<file path="src/rtl/m68k_region_decoder.sv">
// m68k_region_decoder
// Registered 68000 address-region decoder. Decodes the address captured at
// the start of a bus cycle into a one-hot chip select, counts per-region wait
// states (optionally gated by an external ready), and terminates the cycle
// with DTACK, or with BERR on unmapped or timed-out accesses.
module m68k_region_decoder #(
    parameter int                          N_REGIONS  = 4,
    parameter int                          ADDR_W     = 24,
    parameter logic [N_REGIONS*ADDR_W-1:0] BASES      = {24'h1c0000, 24'h180000, 24'h080000, 24'h000000},
    parameter logic [N_REGIONS*ADDR_W-1:0] LIMITS     = {24'h1c0003, 24'h180fff, 24'h083fff, 24'h07ffff},
    parameter logic [N_REGIONS*4-1:0]      WAITS      = {(N_REGIONS*4){1'b0}},
    parameter logic [N_REGIONS-1:0]        READY_MASK = 4'b0001,
    parameter int                          TIMEOUT    = 64
) (
    input  logic                         clk_sys,
    input  logic                         reset_n,
    input  logic [ADDR_W-1:0]            cpu_a,
    input  logic                         cpu_as_n,
    input  logic                         ext_ready,
    output logic [N_REGIONS-1:0]         cs,
    output logic [$clog2(N_REGIONS)-1:0] region,
    output logic                         hit,
    output logic                         cpu_dtack_n,
    output logic                         cpu_berr_n
);

    localparam int                   RW       = $clog2(N_REGIONS);
    localparam logic [7:0]           TMO_LOAD = 8'(TIMEOUT);
    localparam logic [N_REGIONS-1:0] CS_ONE   = {{(N_REGIONS-1){1'b0}}, 1'b1};

    typedef enum logic [2:0] {
        ST_IDLE = 3'd0,
        ST_WAIT = 3'd1,
        ST_TMO  = 3'd2,
        ST_ACK  = 3'd3,
        ST_BERR = 3'd4
    } state_t;

    state_t                 r_state,   w_state_nxt;
    logic                   r_as_prev;
    logic                   r_ready;
    logic [7:0]             r_cnt,     w_cnt_nxt;
    logic [7:0]             r_tcnt,    w_tcnt_nxt;
    logic                   r_gated,   w_gated_nxt;
    logic [N_REGIONS-1:0]   r_cs,      w_cs_nxt;
    logic [RW-1:0]          r_region,  w_region_nxt;
    logic                   r_hit,     w_hit_nxt;
    logic                   r_dtack_n, w_dtack_n_nxt;
    logic                   r_berr_n,  w_berr_n_nxt;

    logic [ADDR_W-1:0]      w_addr;
    logic                   w_match;
    logic [RW-1:0]          w_match_idx;
    logic [3:0]             w_match_wait;
    logic                   w_match_gated;
    logic                   w_start;

    // A cycle starts on the first low sample of AS after a high sample.
    assign w_start = r_as_prev & ~cpu_as_n;

    // Range decode; scanning from the top index down lets the lowest match win.
    always_comb begin
        w_addr        = {cpu_a[ADDR_W-1:1], 1'b0};
        w_match       = 1'b0;
        w_match_idx   = {RW{1'b0}};
        w_match_wait  = 4'd0;
        w_match_gated = 1'b0;
        for (int i = N_REGIONS - 1; i >= 0; i--) begin
            if ((w_addr >= BASES[i*ADDR_W +: ADDR_W]) && (w_addr <= LIMITS[i*ADDR_W +: ADDR_W])) begin
                w_match       = 1'b1;
                w_match_idx   = RW'(i);
                w_match_wait  = WAITS[i*4 +: 4];
                w_match_gated = READY_MASK[i];
            end else begin
                w_match       = w_match;
                w_match_idx   = w_match_idx;
                w_match_wait  = w_match_wait;
                w_match_gated = w_match_gated;
            end
        end
    end

    // Next-state and next-output logic of the bus-cycle FSM.
    always_comb begin
        w_state_nxt   = r_state;
        w_cnt_nxt     = r_cnt;
        w_tcnt_nxt    = r_tcnt;
        w_gated_nxt   = r_gated;
        w_cs_nxt      = r_cs;
        w_region_nxt  = r_region;
        w_hit_nxt     = r_hit;
        w_dtack_n_nxt = r_dtack_n;
        w_berr_n_nxt  = r_berr_n;
        case (r_state)
            ST_IDLE: begin
                if (w_start) begin
                    if (w_match) begin
                        w_state_nxt  = ST_WAIT;
                        w_region_nxt = w_match_idx;
                        w_cs_nxt     = CS_ONE << w_match_idx;
                        w_hit_nxt    = 1'b1;
                        w_cnt_nxt    = {4'd0, w_match_wait};
                        w_tcnt_nxt   = TMO_LOAD;
                        w_gated_nxt  = w_match_gated;
                    end else begin
                        w_state_nxt  = ST_TMO;
                        w_cs_nxt     = {N_REGIONS{1'b0}};
                        w_hit_nxt    = 1'b0;
                        w_cnt_nxt    = TMO_LOAD;
                        w_tcnt_nxt   = 8'd0;
                        w_gated_nxt  = 1'b0;
                    end
                end else begin
                    w_state_nxt = ST_IDLE;
                end
            end
            ST_WAIT: begin
                if (cpu_as_n) begin
                    // Abort: the CPU withdrew the cycle before termination.
                    w_state_nxt = ST_IDLE;
                    w_cs_nxt    = {N_REGIONS{1'b0}};
                    w_hit_nxt   = 1'b0;
                    w_cnt_nxt   = 8'd0;
                    w_tcnt_nxt  = 8'd0;
                end else if (r_cnt == 8'd0) begin
                    if (!r_gated || r_ready) begin
                        w_state_nxt   = ST_ACK;
                        w_dtack_n_nxt = 1'b0;
                    end else if (r_tcnt <= 8'd1) begin
                        w_state_nxt  = ST_BERR;
                        w_berr_n_nxt = 1'b0;
                        w_tcnt_nxt   = 8'd0;
                    end else begin
                        w_tcnt_nxt = r_tcnt - 8'd1;
                    end
                end else begin
                    w_cnt_nxt  = r_cnt - 8'd1;
                    w_tcnt_nxt = (r_tcnt == 8'd0) ? 8'd0 : (r_tcnt - 8'd1);
                end
            end
            ST_TMO: begin
                if (cpu_as_n) begin
                    w_state_nxt = ST_IDLE;
                    w_cnt_nxt   = 8'd0;
                    w_tcnt_nxt  = 8'd0;
                end else if (r_cnt <= 8'd1) begin
                    w_state_nxt  = ST_BERR;
                    w_berr_n_nxt = 1'b0;
                    w_cnt_nxt    = 8'd0;
                end else begin
                    w_cnt_nxt = r_cnt - 8'd1;
                end
            end
            ST_ACK, ST_BERR: begin
                if (cpu_as_n) begin
                    w_state_nxt   = ST_IDLE;
                    w_cs_nxt      = {N_REGIONS{1'b0}};
                    w_hit_nxt     = 1'b0;
                    w_dtack_n_nxt = 1'b1;
                    w_berr_n_nxt  = 1'b1;
                    w_cnt_nxt     = 8'd0;
                    w_tcnt_nxt    = 8'd0;
                end else begin
                    w_state_nxt = r_state;
                end
            end
            default: begin
                w_state_nxt   = ST_IDLE;
                w_cs_nxt      = {N_REGIONS{1'b0}};
                w_hit_nxt     = 1'b0;
                w_dtack_n_nxt = 1'b1;
                w_berr_n_nxt  = 1'b1;
                w_cnt_nxt     = 8'd0;
                w_tcnt_nxt    = 8'd0;
            end
        endcase
    end

    // State, counters, input samples and registered outputs. AS history resets
    // low so a cycle already in progress at reset release is not restarted.
    always_ff @(posedge clk_sys or negedge reset_n) begin
        if (!reset_n) begin
            r_state   <= ST_IDLE;
            r_as_prev <= 1'b0;
            r_ready   <= 1'b0;
            r_cnt     <= 8'd0;
            r_tcnt    <= 8'd0;
            r_gated   <= 1'b0;
            r_cs      <= {N_REGIONS{1'b0}};
            r_region  <= {RW{1'b0}};
            r_hit     <= 1'b0;
            r_dtack_n <= 1'b1;
            r_berr_n  <= 1'b1;
        end else begin
            r_state   <= w_state_nxt;
            r_as_prev <= cpu_as_n;
            r_ready   <= ext_ready;
            r_cnt     <= w_cnt_nxt;
            r_tcnt    <= w_tcnt_nxt;
            r_gated   <= w_gated_nxt;
            r_cs      <= w_cs_nxt;
            r_region  <= w_region_nxt;
            r_hit     <= w_hit_nxt;
            r_dtack_n <= w_dtack_n_nxt;
            r_berr_n  <= w_berr_n_nxt;
        end
    end

    assign cs          = r_cs;
    assign region      = r_region;
    assign hit         = r_hit;
    assign cpu_dtack_n = r_dtack_n;
    assign cpu_berr_n  = r_berr_n;

endmodule

</file>
<file path="config.mk">
export PLATFORM = sky130hd
export DESIGN_NAME = m68k_region_decoder
export DESIGN_NICKNAME = d
export VERILOG_FILES = /design/src/rtl/m68k_region_decoder.sv
export SDC_FILE = /design/constraint.sdc
export NUM_CORES = 1
export LEC_CHECK = 0
export BUFFER_PORTS_ARGS = -buffer_cell sky130_fd_sc_hd__buf_2
export CORE_MARGIN = 5
export CORE_UTILIZATION = 59
export DETAILED_ROUTE_END_ITERATION = 8
export MAX_ROUTING_LAYER = met4
export PLACE_DENSITY_LB_ADDON = 0.25
export SLEW_MARGIN = 20
export SYNTH_ARGS = -nofsm -noshare
export SYNTH_HDL_FRONTEND = slang
export SYNTH_SLANG_ARGS = --single-unit
</file>
<file path="constraint.sdc">
create_clock -name clk_sys -period 3.4 [get_ports clk_sys]
set_input_delay 0.17 -clock clk_sys [delete_from_list [all_inputs] [get_ports clk_sys]]
set_output_delay 0.17 -clock clk_sys [all_outputs]
set_load 0.05 [all_outputs]
</file>
Yosys cells after proc, flatten, opt, wreduce, memory -nomap -nowiden:

Index checks and enable logic that the tools add are counted.

* shift operators: 1
* reductions and logical operators: 21
* magnitude comparators: 10
* muxes and demuxes: 56
* equality and inequality tests: 20
* bitwise operators: 5
* add/sub/neg operators: 2

Operators with widths (number)
* two-way mux 8 bit: 12
* greater-or-equal comparator 24 x 21 -> 1 bit (second input constant): 2
* <= comparator 24 x 21 -> 1 bit (second input constant): 2
* one-hot mux 8 bit (4 select lines): 1
* greater-or-equal comparator 24 x 1 -> 1 bit (second input constant): 1
* greater-or-equal comparator 24 x 20 -> 1 bit (second input constant): 1
* <= comparator 24 x 19 -> 1 bit (second input constant): 1
* <= comparator 24 x 20 -> 1 bit (second input constant): 1
* two-way mux 3 bit: 8
* one-hot mux 8 bit (3 select lines): 1
* two-way mux 1 bit: 19
* inequality test 2 bit (second input constant): 9
* <= comparator 8 x 1 -> 1 bit (second input constant): 2
* logical NOT 8 bit: 2
* subtractor 8 x 1 -> 8 bit (second input constant): 2
* two-way mux 7 bit: 2
* two-way mux 4 bit: 3
* one-hot mux 3 bit (4 select lines): 1
* one-hot mux 4 bit (3 select lines): 1
* AND reduction 3 bit: 4
* two-way mux 2 bit: 5
* inequality test 3 bit (second input constant): 3
* inequality test 4 bit (second input constant): 2
* AND reduction 8 bit: 1
* other kinds (18): 29

* input bits: 28
* flip-flop bits (word level): 31

Logic depth before layout (Yosys ltp):

Gate-level depths: netlist of run 1.

* depth in word-level cells: 10
* mapped depth: 7
* mapped depth without buffers: 7

Worst setup path before layout of run 1:

No wires, ideal clock.

* path kind: register -> register
* start: register r_cnt[3]
* end: register r_state[0]
* path buffers: 1
* cell stages (with the launch flop): 7
* path slack: 1101 ps
* setup time: 143 ps
* arrival: 2156 ps
* required time: 3257 ps
* clock period less this slack: 2299 ps
* path through: dfrtp_1 -> or4_4 -> buf_6 -> or4_4 -> o31a_1 -> a211oi_1 -> a21oi_1

* word-level cells in the longest chain between the ends: 3

Ends and longest elaborated chain
* start, declared: line 42 `logic [7:0] r_cnt, w_cnt_nxt;`
* start signal, assigned: line 198 `r_cnt <= w_cnt_nxt;`
* <= comparator 8 x 1 -> 1 bit or logical NOT 8 bit (tied branches): line 146, 125
* inequality test 3 bit (no source line)
* AND reduction 4 bit (no source line) *
* end signal, assigned: line 195 `r_state <= w_state_nxt;`
* end, declared: line 39 `state_t r_state, w_state_nxt;`

Every way passes the cells marked *; elsewhere a longest branch is shown, timed or not.
A chain may end at the register's enable or synchronous reset.

Worst setup path in the final report of run 1:

* start: register r_cnt[0]
* end: register r_tcnt[6]

* word-level cells in the longest chain between the ends: 4

Ends and longest elaborated chain
* logical NOT 8 bit *: line 125 `end else if (r_cnt == 8'd0) begin`
* two-way mux 8 bit: line 125
* two-way mux 8 bit: line 118 `if (cpu_as_n) begin`
* one-hot mux 8 bit (3 select lines): line 94 `case (r_state)`
* end signal, assigned: line 199 `r_tcnt <= w_tcnt_nxt;`
* end, declared: line 43 `logic [7:0] r_tcnt, w_tcnt_nxt;`

Marked as above.

==> results of run 1 <==
[layout make-up]
type / instances / share of cell area (%)
clock buffer: 6 / 2.35
clock inverter: 1 / 0.229
inverter: 13 / 2.23
multi-input combinational: 165 / 47.7
sequential: 31 / 35.6
tap: 44 / 2.52
timing repair buffer: 38 / 9.39
[metal layers]
layer | track usage (%) | part of all wire [%] | vias to the layer above
li1 | - | - | 873
met1 | 27.2 | 47 | 825
met2 | 36.1 | 48 | 37
met3 | 3.71 | 3.6 | 10
met4 | 9.14 | 1.9 | 0
met5 | - | 0 | -
[power by group through the flow]
stage	Clock, µW	Sequential (µW)	Combinational, µW
CTS	232	528	805
global route	247	541	908
global placement	0	533	782
detailed placement	0	535	797
floorplan	0	556	606
finish	224	529	803
[cells in the mapped netlist (4+ instances only)]
master    count  area [µm²]
nand3_1       6        30.0
clkbuf_1      4        15.0
nand2_1      19        71.3
nor2b_1       4        25.0
a21oi_1      14        70.1
nand4_1       6        37.5
nor3_1        6        30.0
or3_1         8        50.1
o21ai_0      13        65.1
ha_1          4        50.1
dfrtp_1      29         726
nand2b_1      7        43.8
o22ai_1       5        31.3
inv_1        13        48.8
nor2_1       17        63.8
[stage by stage]
step	setup WS [ns]	util (%)
final	0.887	71.0
after global routing	0.714	71.0
after CTS	0.855	71.0
after detailed placement	0.907	68.5
after global placement	0.963	68.5
after floorplan	1.10	-
[final timing paths]
path / end / slack (ns) / depth (start not counted)
max in group asynchronous: cs[3] / 2.58 / 2
worst min-delay path: r_as_prev / 0.08 / 1
worst min register to register: cpu_dtack_n / 0.47 / 2
min in group asynchronous: r_state[2] / 0.39 / 2
worst max register to register: r_tcnt[6] / 0.89 / 7
worst max-delay path: r_tcnt[6] / 0.89 / 7
[state kept, by name (all words and copies together), names as in the netlist]
name	count
r_tcnt	8
cs	4
r_state	3
cpu_dtack_n	1
cpu_berr_n	1
hit	1
r_gated	1
r_ready	1
region	2
r_cnt	8
r_as_prev	1
[logic make-up after synthesis]
| logic type | Yosys count |
|---|---|
| AOI/OAI and AO/OA | 63 |
| xor gates and xnor gates | 3 |
| adders and majority gates | 4 |
| buffers and inverters | 19 |
| DFF | 31 |
| muxes | 2 |
| and+or+nand+nor | 93 |
[layout by cell type, fill, tap and decap left out, types with 3 or more instances in the layout]
cell type	n
a21o_1	3
nor4_1	3
a21oi_1	14
inv_1	13
nor2_1	17
nor2b_1	4
nor3_1	6
o21ai_0	13
or3_1	8
ha_1	4
nand2_1	19
xor2_1	3
o21a_1	3
o22ai_1	5
clkbuf_4	5
a211oi_1	3
or3b_2	3
nand2b_1	7
buf_2	34
dfrtp_1	29
o31ai_1	3
nand3_1	6
nand4_1	6
[what timing repair did]
action                                  in CTS  in global routing
endpoints found under the setup margin       0                  0
hold buffers                                 2                  0
hold endpoints to repair                    30                  0
[worst register-to-register path, delay by kind of cell, from the launching register on]
family	cells	cell delay, ns
buffers and inverters	1	0.10
adder cells (fa/ha/maj)	1	0.23
AND/OR/NAND/NOR	3	1.11
flip-flops	1	0.42
AO/OA/AOI/OAI	2	0.50
==> impl_metrics.ini, run 1 <==
[run_status]
status = complete, no violations

[yosys]
synth_top_family_by_area = simple AND/OR/NAND/NOR gates
syn_nets = 247
synthCells = 215
synth_edf_count = 0
postSynthAreaPerCell_um2 = 8.83
yosys.cell_types.count = 52
synthAdderAreaFrac_pct = 2.64
synth_xor_area_share_pct = 1.38
synth-main-ff-cell = dfrtp_1
synth_area_um2 = 1900
synth_warnings = 0
async_flop_share_pct = 100
synth_seq_area_share_pct = 41.0
synth_seq_cells = 31
synth_compound_area_share_pct = 22.7
muxShareOfSynthArea_pct = 1.12
synth_simple_gate_area_share_pct = 26.9

[timing]
drv_slew = 0
hold_viol_final = 0
report.final.setup_viol = 0
setup_tns_ns = 0
skew_ns = 0.00823
fmax_ghz = 0.398
max_slew_margin_pct = 52.9
rsz0062_at_grt = false
period_needed_ns = 2.51
min_period_over_period_pct = 73.9
tightest_slew_ns = 0.699
whs_ns = 0.0763

[detailed_routing]
dr.pass1.iters = 4
route.detailed.drc = 0
num_vias = 1745
ant_nets = 0
vias_per_cell = 5.86
drt-initial-drc-count = 119
wl_um = 4210
avgRoutedWirePerCell_um = 14.1

[power]
p_int_uw = 877
p_comb_share_pct = 51.6
fin_total_pwr_uw = 1560
switching_share_pct = 43.6
power_density_nw_per_um2 = 712
p_switching_uw = 679
peakVddDrop_uv = 458
clkPwrFrac_pct = 14.4
power.leakage_uw = 0.00105
sequentialPowerShare_pct = 34.0

[worst_setup_path]
critPathMaxFanout = 9
slowest_stage = or3b_2
critPathLaunch = r_cnt[0]
cp_slowest_stage_delay_ns = 0.52
critical_path_required_ns = 3.57
critical_path.startpoint_type = register
crit_buf_inv = 1
critPathTopFamily = simple AND/OR/NAND/NOR gates
critPathCaptureType = register
arrival_ns = 2.68
setup.worst_path.class = reg -> reg
path_cells = inv_1 > ha_1 > or3b_2 > nor2_1 > a211o_1 > nand2b_1 > o311ai_0
reg2reg_from = r_cnt[0]

[floorplan]
die-area_um2 = 4450
boundaryPins = 37
die_x_um = 66.7
start_util_pct = 61.7
num_rows = 20
core_um2 = 3080
die_h_um = 66.7

[hold_path]
hp-class = in -> reg
worstHoldStart = cpu_as_n

[clocking]
insertion_delay_ns = 0.34
cts-root-buf = clkbuf_4
post_cts_buffers = 0
post_cts_resized = 0
cts_sinks = 31
cts.clk_slew.worst_paths_ns = 0.10
cts.htree.levels = 2
cts_tree = yes
cts_max_path_buffers = 2
cts_made_buffers = 5

[global_routing]
grt_overflow = 0
grt_usage_pct = 22.1
antenna_found_initial = 0
grt_max_degree = 32
grt_pass1_vias = 1666
grt_first_pass_wirelength_um = 7220

[final_layout]
final_cell_area_um2 = 2180
multi_input_area_um2 = 1040
n_antenna_cell = 0
area_growth_pct = 15.0
nets = 286
drive_gt1_share_pct = 22.4
seqCellArea_um2 = 778
nFillCells = 258
fin_cells = 298

[placed_design]
numPortBuffers = 34
dp_hpwl_um = 3120
post_dp_cell_area_um2 = 2110
post-place-cells = 289
place.gp.congestion = 0.869

[flow_run]
cap_violations = 0
Note: power is estimated with default switching activity, not from simulation.
==> run 2: changes to the inputs <==
--- a/config.mk
+++ b/config.mk
@@ -7,7 +7,7 @@
 export LEC_CHECK = 0
 export BUFFER_PORTS_ARGS = -buffer_cell sky130_fd_sc_hd__buf_2
 export CORE_MARGIN = 5
-export CORE_UTILIZATION = 59
+export CORE_UTILIZATION = 55
 export DETAILED_ROUTE_END_ITERATION = 8
 export MAX_ROUTING_LAYER = met4
 export PLACE_DENSITY_LB_ADDON = 0.25
==> constraint.sdc (replaced) <==
create_clock -name clk_sys -period 2.48 [get_ports clk_sys]
set_input_delay 0.124 -clock clk_sys [delete_from_list [all_inputs] [get_ports clk_sys]]
set_output_delay 0.124 -clock clk_sys [all_outputs]
set_load 0.05 [all_outputs]
==> run 2 against run 1 <==
  * Clock power grew 50%
  * Cell count is 4.0% higher
  * Worst hold slack worse by 0.045 ns
  * Critical path type unchanged
==> impl_metrics.ini, run 2 (synthesis results as in run 1) <==
[run_status]
status = complete, no violations

[power]
p_switching_uw = 959
power_density_nw_per_um2 = 998
p_comb_share_pct = 54.1
switching_share_pct = 42.4
peakVddDrop_uv = 400
fin_total_pwr_uw = 2260
clkPwrFrac_pct = 14.9
power.leakage_uw = 0.00110
sequentialPowerShare_pct = 31.0
p_int_uw = 1300

[worst_setup_path]
arrival_ns = 2.49
setup.worst_path.class = reg -> reg
r2r.worst_path.cells = 5
rrSetupSlack_ns = 0.17
cp_slowest_stage_delay_ns = 0.53
critPathTopFamily = simple AND/OR/NAND/NOR gates
cpMostUsedCell = or4_4
critPathCaptureType = register
critPathMaxFanout = 4
slowest_stage = or4_4
crit_buf_inv = 0
critical_path_required_ns = 2.66
reg2reg_from = r_cnt[3]
critical_path.startpoint_type = register
path_cells = or4_4 > or4_4 > o31a_1 > a211oi_1 > a21oi_1
r2r-end = r_state[0]

[global_routing]
grt_pass1_vias = 1665
grt_overflow = 0
antenna_found_initial = 0
grt_usage_pct = 22.0
grt_first_pass_wirelength_um = 7470
grt_max_degree = 32

[hold_path]
whs_endpoint = r_as_prev
worstHoldPathCells = 1
hp-class = in -> reg
worstHoldStart = cpu_as_n

[clocking]
post_cts_resized = 0
holdBufCountCts = 2
cts.clk_slew.worst_paths_ns = 0.10
post_cts_buffers = 0
cts-root-buf = clkbuf_4
cts_made_buffers = 5
cts_tree = yes
cts_max_path_buffers = 2
cts_sinks = 31
cts.htree.levels = 2
insertion_delay_ns = 0.33

[final_layout]
nets = 295
drive_gt1_share_pct = 25.0
final_cell_mix = 34 x buf_2, 29 x dfrtp_1, 19 x nand2_1, 17 x nor2_1, 14 x a21oi_1
area_growth_pct = 19.4
n_antenna_cell = 0
nFillCells = 290
final_common_cell = buf_2

[timing]
rsz0062_at_grt = false
hold_viol_final = 0
setup_tns_ns = 0
max_slew_margin_pct = 52.8
fmax_ghz = 0.433
min_period_over_period_pct = 93.0
period_needed_ns = 2.31
skew_ns = 0.00946
drv_slew = 0
tightest_slew_ns = 0.700
report.final.setup_viol = 0

[placed_design]
place.gp.congestion = 0.950
dp_hpwl_um = 3190
numPortBuffers = 34

[detailed_routing]
num_vias = 1795
route.detailed.drc = 0
ant_nets = 0
dr.pass1.iters = 4
wl_um = 4370
avgRoutedWirePerCell_um = 14.1
vias_per_cell = 5.79
drt-initial-drc-count = 106

[floorplan]
die_h_um = 68.8
die-area_um2 = 4730
start_util_pct = 56.9
num_rows = 21
boundaryPins = 37
die_x_um = 68.8
core_um2 = 3340

[flow_run]
cap_violations = 0
## run 2: worst reg2reg max path, delay by kind of cell (launching register included)
family,cells,cell delay [ns]
AOI/OAI and AO/OA,3,0.69
DFF,1,0.42
and+or+nand+nor,2,1.06
## run 2: metrics by stage
step	worst slack (ns)	hold WS, ns	instance area (µm²)	cells	utilization [%]
global placement	0.199	0.196	2180	300	65.3
floorplan	0.181	-0.172	1900	215	-
global route	0.0194	0.00442	2270	310	67.9
detailed placement	0.180	0.204	2180	300	65.3
CTS	0.171	0.0123	2270	310	67.9
finish	0.172	0.0310	2270	310	67.9
## run 2: layout make-up
cell class	count	area, µm²	area share [%]
inverter	13	48.8	2.15
sequential	31	778	34.3
multi-input combinational	165	1040	45.9
clock buffer	8	68.8	3.04
timing repair buffer	47	273	12.0
tap	46	57.6	2.54
## run 2: worst max-delay path by stage
| stage | from | endpoint | slack [ns] | depth (start not counted) |
|---|---|---|---|---|
| after floorplan | r_cnt[3] | r_state[0] | 0.18 | 6 |
| after global placement | r_cnt[3] | r_state[0] | 0.20 | 5 |
| after detailed placement | r_cnt[3] | r_state[0] | 0.18 | 5 |
| after CTS | r_cnt[3] | r_state[0] | 0.17 | 5 |
| after global routing | r_cnt[3] | r_state[0] | 0.02 | 5 |
| final | r_cnt[3] | r_state[0] | 0.17 | 5 |
## run 2: metal layers
layer | vias to the layer above | wire length (µm) | global-route usage [%] | share of wire, %
met5 | - | 0 | - | 0
met2 | 44 | 2030 | 34.7 | 47
met4 | 0 | 51 | 7.06 | 1.2
met3 | 4 | 242 | 5.67 | 5.5
li1 | 901 | - | - | -
met1 | 846 | 2040 | 27.7 | 47
## run 2: power groups by stage
stage | Clock, µW | Combinational (µW) | Sequential (µW)
2_1_floorplan | 0 | 831 | 762
3_3_place_gp | 0 | 1180 | 708
3_5_place_dp | 0 | 1200 | 710
4_1_cts | 351 | 1210 | 700
5_1_grt | 378 | 1350 | 715
6_report | 337 | 1220 | 702
==> run 3: changes to the inputs <==
--- a/config.mk
+++ b/config.mk
@@ -7,7 +7,7 @@
 export LEC_CHECK = 0
 export BUFFER_PORTS_ARGS = -buffer_cell sky130_fd_sc_hd__buf_2
 export CORE_MARGIN = 5
-export CORE_UTILIZATION = 55
+export CORE_UTILIZATION = 49
 export DETAILED_ROUTE_END_ITERATION = 8
 export MAX_ROUTING_LAYER = met4
 export PLACE_DENSITY_LB_ADDON = 0.25
==> constraint.sdc (replaced) <==
create_clock -name clk_sys -period 2.06 [get_ports clk_sys]
set_input_delay 0.103 -clock clk_sys [delete_from_list [all_inputs] [get_ports clk_sys]]
set_output_delay 0.103 -clock clk_sys [all_outputs]
set_load 0.05 [all_outputs]
==> run 3 against run 2 <==
  * Sequential share of layout area is 3.0 points lower
  * Clock skew is 0.0022 ns lower
  * The run now ends with setup timing left
  * Combinational power grew 45%
  * Highest routed layer unchanged
  * Sequential power is 17% higher
  * Global-route usage fell by 2.0 points
  * Clock power rose by 59%
  * Register-to-register slack worse by 0.24 ns
  * Non-clock buffer count is 15 higher
==> impl_metrics.ini, run 3 (synthesis results as in run 1) <==
[global_routing]
grt_overflow = 0
use_met1_pct = 25.7
antenna_found_initial = 0
grt_usage_pct = 20.0
grt_max_degree = 32
grt_busiest_layer = met2
grt_first_pass_wirelength_um = 8020
grt_pass1_vias = 1752
grt_util_met2_pct = 31.7
use_met3_pct = 3.46

[power]
peakVddDrop_uv = 644
p_comb_share_pct = 56.6
power.leakage_uw = 0.00119
p_int_uw = 1840
switching_share_pct = 41.1
clkPwrFrac_pct = 17.1
power_density_nw_per_um2 = 1260
sequentialPowerShare_pct = 26.3
p_switching_uw = 1290

[timing]
skew_ns = 0.00731
hold_viol_final = 0
whs_ns = 0.0994
worst_slack_ns = -0.0639
rsz0062_at_grt = true
report.final.setup_viol = 3
min_period_over_period_pct = 103
tightest_slew_ns = 0.688
period_needed_ns = 2.12
drv_slew = 0
max_slew_margin_pct = 54.1
fmax_ghz = 0.471

[detailed_routing]
drt-initial-drc-count = 165
vias_per_cell = 5.62
wl_um = 4860
num_vias = 1838
route.detailed.drc = 0
ant_nets = 0
avgRoutedWirePerCell_um = 14.9
dr.pass1.iters = 4

[worst_setup_path]
path_cells = or4_4 > or4_4 > o31a_1 > a21o_1 > a22oi_1
setup.worst_path.class = reg -> reg
cpMostUsedCell = or4_4
critical_path_required_ns = 2.27
slowest_stage = or4_4
cp_slowest_stage_delay_ns = 0.54
arrival_ns = 2.33
critPathLaunch = r_cnt[5]
critPathMaxFanout = 4
reg2reg_from = r_cnt[5]
critPathCaptureType = register
critical_path.startpoint_type = register

[hold_path]
hp-class = in -> reg
worstHoldStart = cpu_a[19]

[final_layout]
area_growth_pct = 30.7
nets = 310
drive_gt1_share_pct = 32.6
final_cell_mix = 34 x buf_2, 29 x dfrtp_1, 26 x buf_4, 19 x nand2_1, 15 x nor2_1
n_antenna_cell = 0
fin_cells = 327
final_cell_area_um2 = 2480
final_common_cell = buf_2
post-route-util_pct = 66.8

[clocking]
insertion_delay_ns = 0.29
cts_made_buffers = 5
cts.clk_slew.worst_paths_ns = 0.07
cts_tree = yes
cts_sinks = 31
cts-root-buf = clkbuf_8
cts_max_path_buffers = 2
cts.htree.levels = 2

[flow_run]
cap_violations = 0

[placed_design]
preCtsSetupSlack_ns = -0.0821
post_dp_cell_area_um2 = 2310
post-place-cells = 317
numPortBuffers = 34
place.gp.congestion = 0.916
dp_hpwl_um = 3560

[floorplan]
die_h_um = 72.3
start_util_pct = 51.1
core_um2 = 3720
die_x_um = 72.3
num_rows = 22
die-area_um2 = 5220
boundaryPins = 37

[run_status]
failed_checks = setup timing
status = complete, but fails checks
run 3: cell count changes in the layout (fill, tap and decap cells not counted), sizes merged:
cell | before | now
buf | 45 | 60
run 3: through the flow:
step / TNS (ns) / power (µW)
2_1_floorplan: -0.415 / 1940
3_3_place_gp: -0.147 / 2430
3_5_place_dp: -0.403 / 2470
4_1_cts: -0.102 / 3030
5_1_grt: -0.588 / 3330
6_report: -0.144 / 3130
run 3: layout make-up:
class / instances / area, µm²
fillers: 315 / 1230
clock buffers: 8 / 100
inverters: 13 / 48.8
repair buffers: 62 / 385
well taps: 48 / 60.1
multi-input cells: 165 / 1110
flip-flops and latches: 31 / 778
run 3: what timing repair did:
action | in CTS | in global routing
hold buffers | 2 | 0
buffers inserted | 0 | 0
resized for setup | 3 | 12
hold endpoints to repair | 30 | 0
endpoints found under the setup margin | 9 | 17
pin swaps | 2 | 1
run 3: worst max-delay path, delay by kind of cell (launching register included):
kind	cells	cell delay (ns)
AND/OR/NAND/NOR	2	1.00
AO/OA/AOI/OAI	3	0.64
flip-flops	1	0.39
run 3: metal layers:
layer / share of wire [%] / vias up / wire length [µm]
li1: - / 920 / -
met1: 44 / 868 / 2150
met2: 51 / 44 / 2450
met3: 4.3 / 6 / 207
met4: 0.99 / 0 / 48
met5: 0 / - / 0
run 3: power groups by stage:
stage,combinational (µW),sequential (µW),clock (µW)
finish,1770,822,536
CTS,1670,817,551
floorplan,1020,917,0
global route,1920,835,574
detailed placement,1640,826,0
global placement,1610,823,0
run 3: worst paths after layout:
check | endpoint | slack, ns | cells after the start
min in group asynchronous | r_as_prev | 0.39 | 2
setup reg to reg | r_state[1] | -0.06 | 5
setup / recovery | r_state[1] | -0.06 | 5
hold reg to reg | cpu_dtack_n | 0.47 | 2
max in group asynchronous | cs[3] | 1.21 | 2
hold / removal | cs[1] | 0.1 | 2
